==> src/rtl/pe_pkg.sv <==
// Shared definitions for the PE array: sequencer state encoding and PE control bits.
// Latency: n/a (types and constants only).
// Backpressure: n/a.
package pe_pkg;

    // Sequencer state encoding (binary)
    localparam logic [2:0] ST_IDLE     = 3'd0;
    localparam logic [2:0] ST_MAC      = 3'd1;
    localparam logic [2:0] ST_ADD_PSUM = 3'd2;
    localparam logic [2:0] ST_DRAIN    = 3'd3;
    localparam logic [2:0] ST_OUT      = 3'd4;
    localparam logic [2:0] ST_DONE     = 3'd5;

    typedef enum logic [2:0] {
        S_IDLE     = ST_IDLE,
        S_MAC      = ST_MAC,
        S_ADD_PSUM = ST_ADD_PSUM,
        S_DRAIN    = ST_DRAIN,
        S_OUT      = ST_OUT,
        S_DONE     = ST_DONE
    } seq_state_t;

    // Bit positions inside pe_control, decoded by the PE
    localparam int ACC_CLEAR = 2;
    localparam int SEL_PSUM  = 1;
    localparam int MAC       = 0;

    // Control word for the cycle that folds the bottom-PE psum into the accumulator
    localparam logic [2:0] PE_CTRL_ADD_PSUM = 3'b010;

endpackage

==> src/rtl/pe_sequencer_updown_counter.sv <==
// Loadable up/down counter with terminal-count compare.
// Latency: count updates one cycle after load/enable; o_tc is combinational from the count.
// Backpressure: none; holds its value whenever i_en is low.
// Ports: i_clk, i_rst (sync, active-high), i_load/i_load_val (load wins over enable),
//        i_en, i_up (1 = increment, 0 = decrement), i_term (tc compare value),
//        o_cnt (current count), o_tc (o_cnt == i_term).
module updown_counter #(
    parameter int W = 8
) (
    input  logic         i_clk,
    input  logic         i_rst,
    input  logic         i_load,
    input  logic [W-1:0] i_load_val,
    input  logic         i_en,
    input  logic         i_up,
    input  logic [W-1:0] i_term,
    output logic [W-1:0] o_cnt,
    output logic         o_tc
);

    logic [W-1:0] r_cnt;

    always_ff @(posedge i_clk) begin
        if (i_rst) begin
            r_cnt <= '0;
        end else if (i_load) begin
            r_cnt <= i_load_val;
        end else if (i_en) begin
            r_cnt <= i_up ? (r_cnt + W'(1)) : (r_cnt - W'(1));
        end
    end

    assign o_cnt = r_cnt;
    assign o_tc  = (r_cnt == i_term);

endmodule

==> src/rtl/pe_sequencer.sv <==
// Sequences one PE through MAC beats, optional bottom-psum add, pipeline drain and psum output.
// Latency: S beats + (1 psum add) + PIPE_LAT drain + 1 output cycle per window, then 1 done cycle.
// Backpressure: stalls in MAC on !op_valid, in ADD_PSUM on !psum_in_valid, in OUT on !psum_out_ready.
// Ports: clk/rst (sync active-high); start + cfg_* (latched in IDLE); op_valid/op_ready operand beats;
//        psum_in_* bottom psum; psum_out_* result; pe_*_enable + pe_control to the PE; busy, done.
module pe_sequencer
    import pe_pkg::*;
#(
    parameter int CNT_W    = 8,
    parameter int PIPE_LAT = 2
) (
    input  logic             clk,
    input  logic             rst,
    input  logic             start,
    input  logic [CNT_W-1:0] cfg_filter_len,
    input  logic [CNT_W-1:0] cfg_num_windows,
    input  logic             cfg_accum_psum,
    input  logic             op_valid,
    output logic             op_ready,
    input  logic             psum_in_valid,
    output logic             psum_in_ready,
    output logic             psum_out_valid,
    input  logic             psum_out_ready,
    output logic             pe_ifmap_enable,
    output logic             pe_filter_enable,
    output logic             pe_psum_enable,
    output logic [2:0]       pe_control,
    output logic             busy,
    output logic             done
);

    seq_state_t       r_state;
    seq_state_t       w_next;
    logic [CNT_W-1:0] r_filter_len;
    logic [CNT_W-1:0] r_num_windows;
    logic             r_accum;

    logic             w_start_acc;
    logic             w_mac_hs;
    logic             w_out_hs;
    logic             w_drain_entry;
    logic [CNT_W-1:0] w_beat_cnt;
    logic [CNT_W-1:0] w_win_cnt;
    logic [CNT_W-1:0] w_drain_cnt;
    logic             w_beat_tc;
    logic             w_win_tc;
    logic             w_drain_tc;
    logic             w_unused_cnt;

    assign w_start_acc   = (r_state == S_IDLE) && start;
    assign w_mac_hs      = (r_state == S_MAC) && op_valid;
    assign w_out_hs      = (r_state == S_OUT) && psum_out_ready;
    assign w_drain_entry = (r_state != S_DRAIN) && (w_next == S_DRAIN);

    // Only the terminal flags of the window and drain counters drive decisions
    assign w_unused_cnt = ^{w_win_cnt, w_drain_cnt};

    // Config is captured once per pass; zero lengths are promoted to one here
    // so the counters never need to handle an empty range.
    always_ff @(posedge clk) begin
        if (rst) begin
            r_filter_len  <= '0;
            r_num_windows <= '0;
            r_accum       <= 1'b0;
        end else if (w_start_acc) begin
            r_filter_len  <= (cfg_filter_len  == '0) ? CNT_W'(1) : cfg_filter_len;
            r_num_windows <= (cfg_num_windows == '0) ? CNT_W'(1) : cfg_num_windows;
            r_accum       <= cfg_accum_psum;
        end
    end

    // Beat counter: counts accepted MAC beats in the current window
    updown_counter #(.W(CNT_W)) u_beat_cnt (
        .i_clk      (clk),
        .i_rst      (rst),
        .i_load     (w_start_acc || w_out_hs),
        .i_load_val ('0),
        .i_en       (w_mac_hs),
        .i_up       (1'b1),
        .i_term     (r_filter_len - CNT_W'(1)),
        .o_cnt      (w_beat_cnt),
        .o_tc       (w_beat_tc)
    );

    // Window counter: counts psums handed off in this pass
    updown_counter #(.W(CNT_W)) u_win_cnt (
        .i_clk      (clk),
        .i_rst      (rst),
        .i_load     (w_start_acc),
        .i_load_val ('0),
        .i_en       (w_out_hs),
        .i_up       (1'b1),
        .i_term     (r_num_windows - CNT_W'(1)),
        .o_cnt      (w_win_cnt),
        .o_tc       (w_win_tc)
    );

    // Drain counter: loaded on entry and counted down to zero, so DRAIN lasts PIPE_LAT cycles
    updown_counter #(.W(CNT_W)) u_drain_cnt (
        .i_clk      (clk),
        .i_rst      (rst),
        .i_load     (w_drain_entry),
        .i_load_val (CNT_W'(PIPE_LAT - 1)),
        .i_en       (r_state == S_DRAIN),
        .i_up       (1'b0),
        .i_term     ('0),
        .o_cnt      (w_drain_cnt),
        .o_tc       (w_drain_tc)
    );

    always_ff @(posedge clk) begin
        if (rst) begin
            r_state <= S_IDLE;
        end else begin
            r_state <= w_next;
        end
    end

    // Valid/ready outputs depend on state only; the PE enables follow the
    // accepted handshake so a stalled beat never touches the PE.
    always_comb begin
        w_next           = r_state;
        op_ready         = 1'b0;
        psum_in_ready    = 1'b0;
        psum_out_valid   = 1'b0;
        pe_ifmap_enable  = 1'b0;
        pe_filter_enable = 1'b0;
        pe_psum_enable   = 1'b0;
        pe_control       = 3'b000;
        busy             = (r_state != S_IDLE);
        done             = 1'b0;
        case (r_state)
            S_IDLE: begin
                if (start) w_next = S_MAC;
            end
            S_MAC: begin
                op_ready = 1'b1;
                if (op_valid) begin
                    pe_ifmap_enable       = 1'b1;
                    pe_filter_enable      = 1'b1;
                    pe_psum_enable        = 1'b1;
                    pe_control[MAC]       = 1'b1;
                    pe_control[ACC_CLEAR] = (w_beat_cnt == '0);
                    if (w_beat_tc) w_next = r_accum ? S_ADD_PSUM : S_DRAIN;
                end
            end
            S_ADD_PSUM: begin
                psum_in_ready = 1'b1;
                if (psum_in_valid) begin
                    pe_psum_enable = 1'b1;
                    pe_control     = PE_CTRL_ADD_PSUM;
                    w_next         = S_DRAIN;
                end
            end
            S_DRAIN: begin
                if (w_drain_tc) w_next = S_OUT;
            end
            S_OUT: begin
                psum_out_valid = 1'b1;
                if (psum_out_ready) w_next = w_win_tc ? S_DONE : S_MAC;
            end
            S_DONE: begin
                done   = 1'b1;
                w_next = S_IDLE;
            end
            default: begin
                w_next = S_IDLE;
            end
        endcase
    end

endmodule

==> config.mk <==
export PLATFORM = sky130hd
export DESIGN_NAME = pe_sequencer
export DESIGN_NICKNAME = d
export VERILOG_FILES = /design/src/rtl/pe_pkg.sv /design/src/rtl/pe_sequencer_updown_counter.sv /design/src/rtl/pe_sequencer.sv
export SDC_FILE = /design/constraint.sdc
export NUM_CORES = 1
export LEC_CHECK = 0
export CAP_MARGIN = 20
export CORE_MARGIN = 4
export CORE_UTILIZATION = 40
export CTS_BUF_LIST = sky130_fd_sc_hd__clkbuf_8
export DETAILED_ROUTE_END_ITERATION = 10
export PLACE_DENSITY = 0.61
export SETUP_SLACK_MARGIN = 0.15
export SLEW_MARGIN = 5
export SYNTH_ARGS = -nofsm -noshare
export SYNTH_HDL_FRONTEND = slang
export SYNTH_SLANG_ARGS = --single-unit
==> constraint.sdc <==
create_clock -name clk -period 2.55 [get_ports clk]
set_clock_uncertainty 0.1 [all_clocks]
set_input_delay 0.3825 -clock clk [delete_from_list [all_inputs] [get_ports clk]]
set_output_delay 0.3825 -clock clk [all_outputs]
set_load 0.03 [all_outputs]
# Yosys cells after proc, flatten, opt, wreduce, memory -nomap -nowiden
# Cells that the tools add are included.
# Widths: inputs -> output; s select.
# totals
in_bits	23
wordCells	63
output_inout_bits	11
regBits	44
# op_classes
n_addsub	5
n_reduce_logical	15
muxes	26
eq_ne	9
# ops
cell	count
$logic_not 8->1	4
$sub 8x1->8 const B	3
$mux 3	7
$add 8x1->8 const B	2
$eq 8x8->1	2
$mux 8	2
$pmux 3 s5	1
$mux 1	12
$eq 3x2->1 const B	3
$eq 3x3->1 const B	2
$pmux 1 s2	3
$reduce_or 2->1	3
$logic_and 1x1->1	4
$eq 3x1->1 const B	1
$logic_not 3->1	1
$ne 3x2->1 const B	1
$reduce_bool 3->1	1
$mux 2	1
$reduce_bool 2->1	1
$logic_or 1x1->1	1

# Logic depth before layout (Yosys ltp)
# depth
word_depth	8
mapped_depth	8
ltp_nobuf	8

# Modules after synthesis
# Synthesis repeated with hierarchy kept, for this count alone.
# hier_totals
cells_unflattened	447
area_unflattened_um2	3579.7
# by_module_without_submodules
mod	cells_each	instances	seq_area_each_um2	area_each_um2
updown_counter (u_drain_cnt ...)	96	2	160.2	800.8
pe_sequencer	157	1	400.4	1188.6
updown_counter (u_beat_cnt)	98	1	160.2	789.5

# Worst setup path after synthesis
# No wires, ideal clock.
# synth_path
path_kind	flip-flop to output port
from	reg r_state[1]
to	out pe_psum_enable
stages_incl_launch_ff	5
n_path_buf	1
required_time_ps	2068
path_slack_ps	-28
arrival_time_ps	2096
cell_sequence	dfxtp_1 -> clkbuf_1 -> nor3b_1 -> and2_1 -> or2_2
# synth_via
elab_chain_len	2
elab_cells_between_ends	3
cone_classes	eq/ne (2); mux (1)
# synth_lines
element	line	rtl
from (decl)	pe_sequencer.sv:32	seq_state_t r_state;
from (signal assigned)	pe_sequencer.sv:115	r_state <= w_next;
$eq 3x2->1 / $eq 3x1->1 (equally long branches)	pe_sequencer.sv:132	case (r_state)
$pmux 1 s2 (*)	pe_sequencer.sv:132	
to (decl)	pe_sequencer.sv:26	output logic pe_psum_enable,
# Every way passes the cells marked *; elsewhere a longest branch is shown, timed or not.

# Worst setup path in the final report
# layout_path
from	reg r_filter_len[2]
to	reg u_drain_cnt.r_cnt[5] (netlist: u_drain_cnt.o_cnt[5])
# layout_via
elab_chain_len	8
# layout_lines
element	line	rtl
from (decl)	pe_sequencer.sv:34	logic [CNT_W-1:0] r_filter_len;
from (signal assigned)	pe_sequencer.sv:66	r_filter_len <= (cfg_filter_len == '0) ? CNT_W'(1) : cfg_filter_len;
$sub 8x1->8	pe_sequencer.sv:80	.i_term (r_filter_len - CNT_W'(1)),
$eq 8x8->1	pe_sequencer_updown_counter.sv:34	assign o_tc = (r_cnt == i_term);
$mux 3	pe_sequencer.sv:144	if (w_beat_tc) w_next = r_accum ? S_ADD_PSUM : S_DRAIN;
$mux 3	pe_sequencer.sv:138	if (op_valid) begin
$pmux 3 s5	pe_sequencer.sv:132	
$eq 3x2->1	pe_sequencer.sv:53	assign w_drain_entry = (r_state != S_DRAIN) && (w_next == S_DRAIN);
$logic_and 1x1->1	pe_sequencer.sv:53	
$reduce_or 2->1 (no line)	-	
to (signal assigned)	pe_sequencer_updown_counter.sv:27	r_cnt <= i_load_val;
to (signal assigned)	pe_sequencer_updown_counter.sv:29	r_cnt <= i_up ? (r_cnt + W'(1)) : (r_cnt - W'(1));
to (decl)	pe_sequencer_updown_counter.sv:21	logic [W-1:0] r_cnt;
# No other way between the ends.
# A chain may end at the register's enable or synchronous reset.

==> results.toml <==
[outcome]
outcome = "finished clean"

[yosys]
netlist_area_um2 = 2610
seq_area_frac_synth = 0.338
synth_edf_count = 0
synth-adder-area-share = 0.0336
synth_top_family_by_area = "simple AND/OR/NAND/NOR gates"
synth-compound-area-share = 0.148
synthXorXnorAreaFrac = 0.131
synth_mux_area_frac = 0.0158
syn_avg_cell_area_um2 = 7.97
synth.net_count = 357
synth_cell_types = 51
ys_warn_count = 0
synth-async-reset-ratio = 0
synthCells = 327
synth_seq_cells = 44
yosys.area_share.simple = 0.282
synth_ff_type = "dfxtp_1"

[min_path]
hold_class = "reg -> reg"

[clock_tree]
clock_latency_ps = 300
htree_num_levels = 2
cts_buffer_depth = 2
cts_tree = "done"
cts_hold_buf = 0
cts_buffers = 5
clk_pin_slew_ps = 90
clkSinkCount = 44
cts-root-buf = "clkbuf_8"

[floorplanning]
initial_core_util = 0.411
die_w_um = 88.7
die_area_um2 = 7870
die_h_um = 88.7
rows = 29
io_pins = 34
coreArea_um2 = 6350

[setup_path]
crit_arrival_ps = 2440
worst_setup_path_start_kind = "flip-flop"
end_kind = "flip-flop"
cp.required_ps = 2630
path_max_fanout = 4
crit_type = "reg -> reg"

[final_layout]
fin_nets = 398
insertedDiodeCount = 0
most-common-layout-cells = "nand2_1, dfxtp_1, nor2_1"
layout-drive-gt1-share = 0.182
syn2layout_area_growth_pct = 26.4
final_common_cell = "nand2_1"

[timing]
layout_min_cycle_time_ps = 2360
hold_viol = 0
setup-tns-final_ps = 0
tightest_slew_ps = 481
final-setup-viol-count = 0
max_slew_margin = 0.679
rsz0062_at_grt = "true"
timing.fmax_mhz = 424
finalMaxSlewViolations = 0
fin_crit_sh = 0.925
fin_hold_ws_ps = 378

[place]
portBuffers = 33
hpwl_um = 4480
gp_congestion = 0.839

[detailed_routing]
drcViolationCount = 0
routedWlPerCell_um = 13.6
drt_first_iter_violations = 64
wl_um = 6050
vias = 2324
dr.pass1.iters = 4
viasPerCell = 5.21
antenna_left = 0

[global_route]
grt_max_degree = 18
track_usage = 0.157
grt_pass1_wl_um = 9680
grt_overflow_total = 0
grt_pass1_vias = 2057
antenna_found_initial = 0

[pwr]
irDropWorstVdd_mv = 0.287
leakagePower_uw = 0.00127
p_per_area_nw_per_um2 = 483

[run]
cap_violations = 0
report_power, final:
part	switching, µW	internal [µW]	leakage (µW)
Sequential	24.2	708	0.000360
Combinational	148	141	0.000852
Clock	251	321	0.0000614
Total	423	1170	0.00127
flip-flops by register name (all words and copies together) (netlist names):
signal	cells
r_accum	1
r_filter_len	8
r_num_windows	8
r_state	3
u_beat_cnt.o_cnt	8
u_drain_cnt.o_cnt	8
u_win_cnt.o_cnt	8
stage by stage:
stage          setup slack [ps]   util  cell area [µm²]  cells  power, µW
3_3_place_gp                142  0.483             3070    432       1030
5_1_grt                    90.8  0.519             3300    446       1680
3_5_place_dp               58.9  0.483             3070    432       1030
2_1_floorplan               243      -             2610    327        927
4_1_cts                     139  0.507             3220    442       1610
6_report                    191  0.519             3300    446       1590
worst paths after layout:
kind	start	slack, ps	endpoint	cells past startpoint
max	r_filter_len[2]	190	u_drain_cnt.o_cnt[5]	6
min	r_num_windows[7]	380	r_num_windows[7]	2
max reg2reg	r_filter_len[2]	190	u_drain_cnt.o_cnt[5]	6
min reg2reg	r_num_windows[7]	380	r_num_windows[7]	2
synth_stat cells, types with 5 or more instances:
| master | number | area [µm²] |
|---|---|---|
| nor3_1 | 17 | 85.1 |
| a21oi_1 | 22 | 110 |
| ha_1 | 7 | 87.6 |
| inv_1 | 13 | 48.8 |
| nor2_1 | 29 | 109 |
| dfxtp_1 | 44 | 881 |
| nand2_1 | 48 | 180 |
| clkbuf_1 | 19 | 71.3 |
| o21a_1 | 5 | 37.5 |
| nand3_1 | 5 | 25.0 |
| nand4_1 | 12 | 75.1 |
| xnor2_1 | 18 | 158 |
| xor2_1 | 18 | 158 |
worst max-delay path, stage by stage (launching register included):
cell	delay [ps]
dfxtp_2	330
or3_1	380
or3_4	390
a2111oi_4	350
o211ai_2	190
a221oi_4	430
nor3_1	80
what timing repair did:
item	in CTS	in global routing
setup buffers	2	4
setup endpoints to repair	6	10
gates resized for setup	5	15
pin swaps	1	9
per-layer routing:
metal / wire, µm / GRT usage / vias up
met5: 0 / 0 / -
met1: 2940 / 0.214 / 1065
li1: - / - / 1210
met3: 332 / 0.0503 / 9
met4: 87 / 0.0453 / 0
met2: 2680 / 0.236 / 40
kinds of logic (layout without fill, tap and decap cells):
| logic type | count (synthesis) | in the layout |
|---|---|---|
| AO/OA/AOI/OAI | 54 | 54 |
| adder cells (fa/ha/maj) | 7 | 7 |
| XOR/XNOR | 37 | 37 |
| AND/OR/NAND/NOR | 147 | 147 |
| multiplexers | 4 | 4 |
| buffers and inverters | 34 | 76 |
| flip-flops | 44 | 44 |
final cells by class:
type                       instances  area (µm²)
clock buffer                       6        82.6
clock inverter                     2        38.8
fill                             619        3050
inverter                          13        48.8
multi-input combinational        249        1650
sequential                        44         890
tap                               77        96.3
timing repair buffer              55         487
No activity file was read; power rests on OpenSTA's default activity.
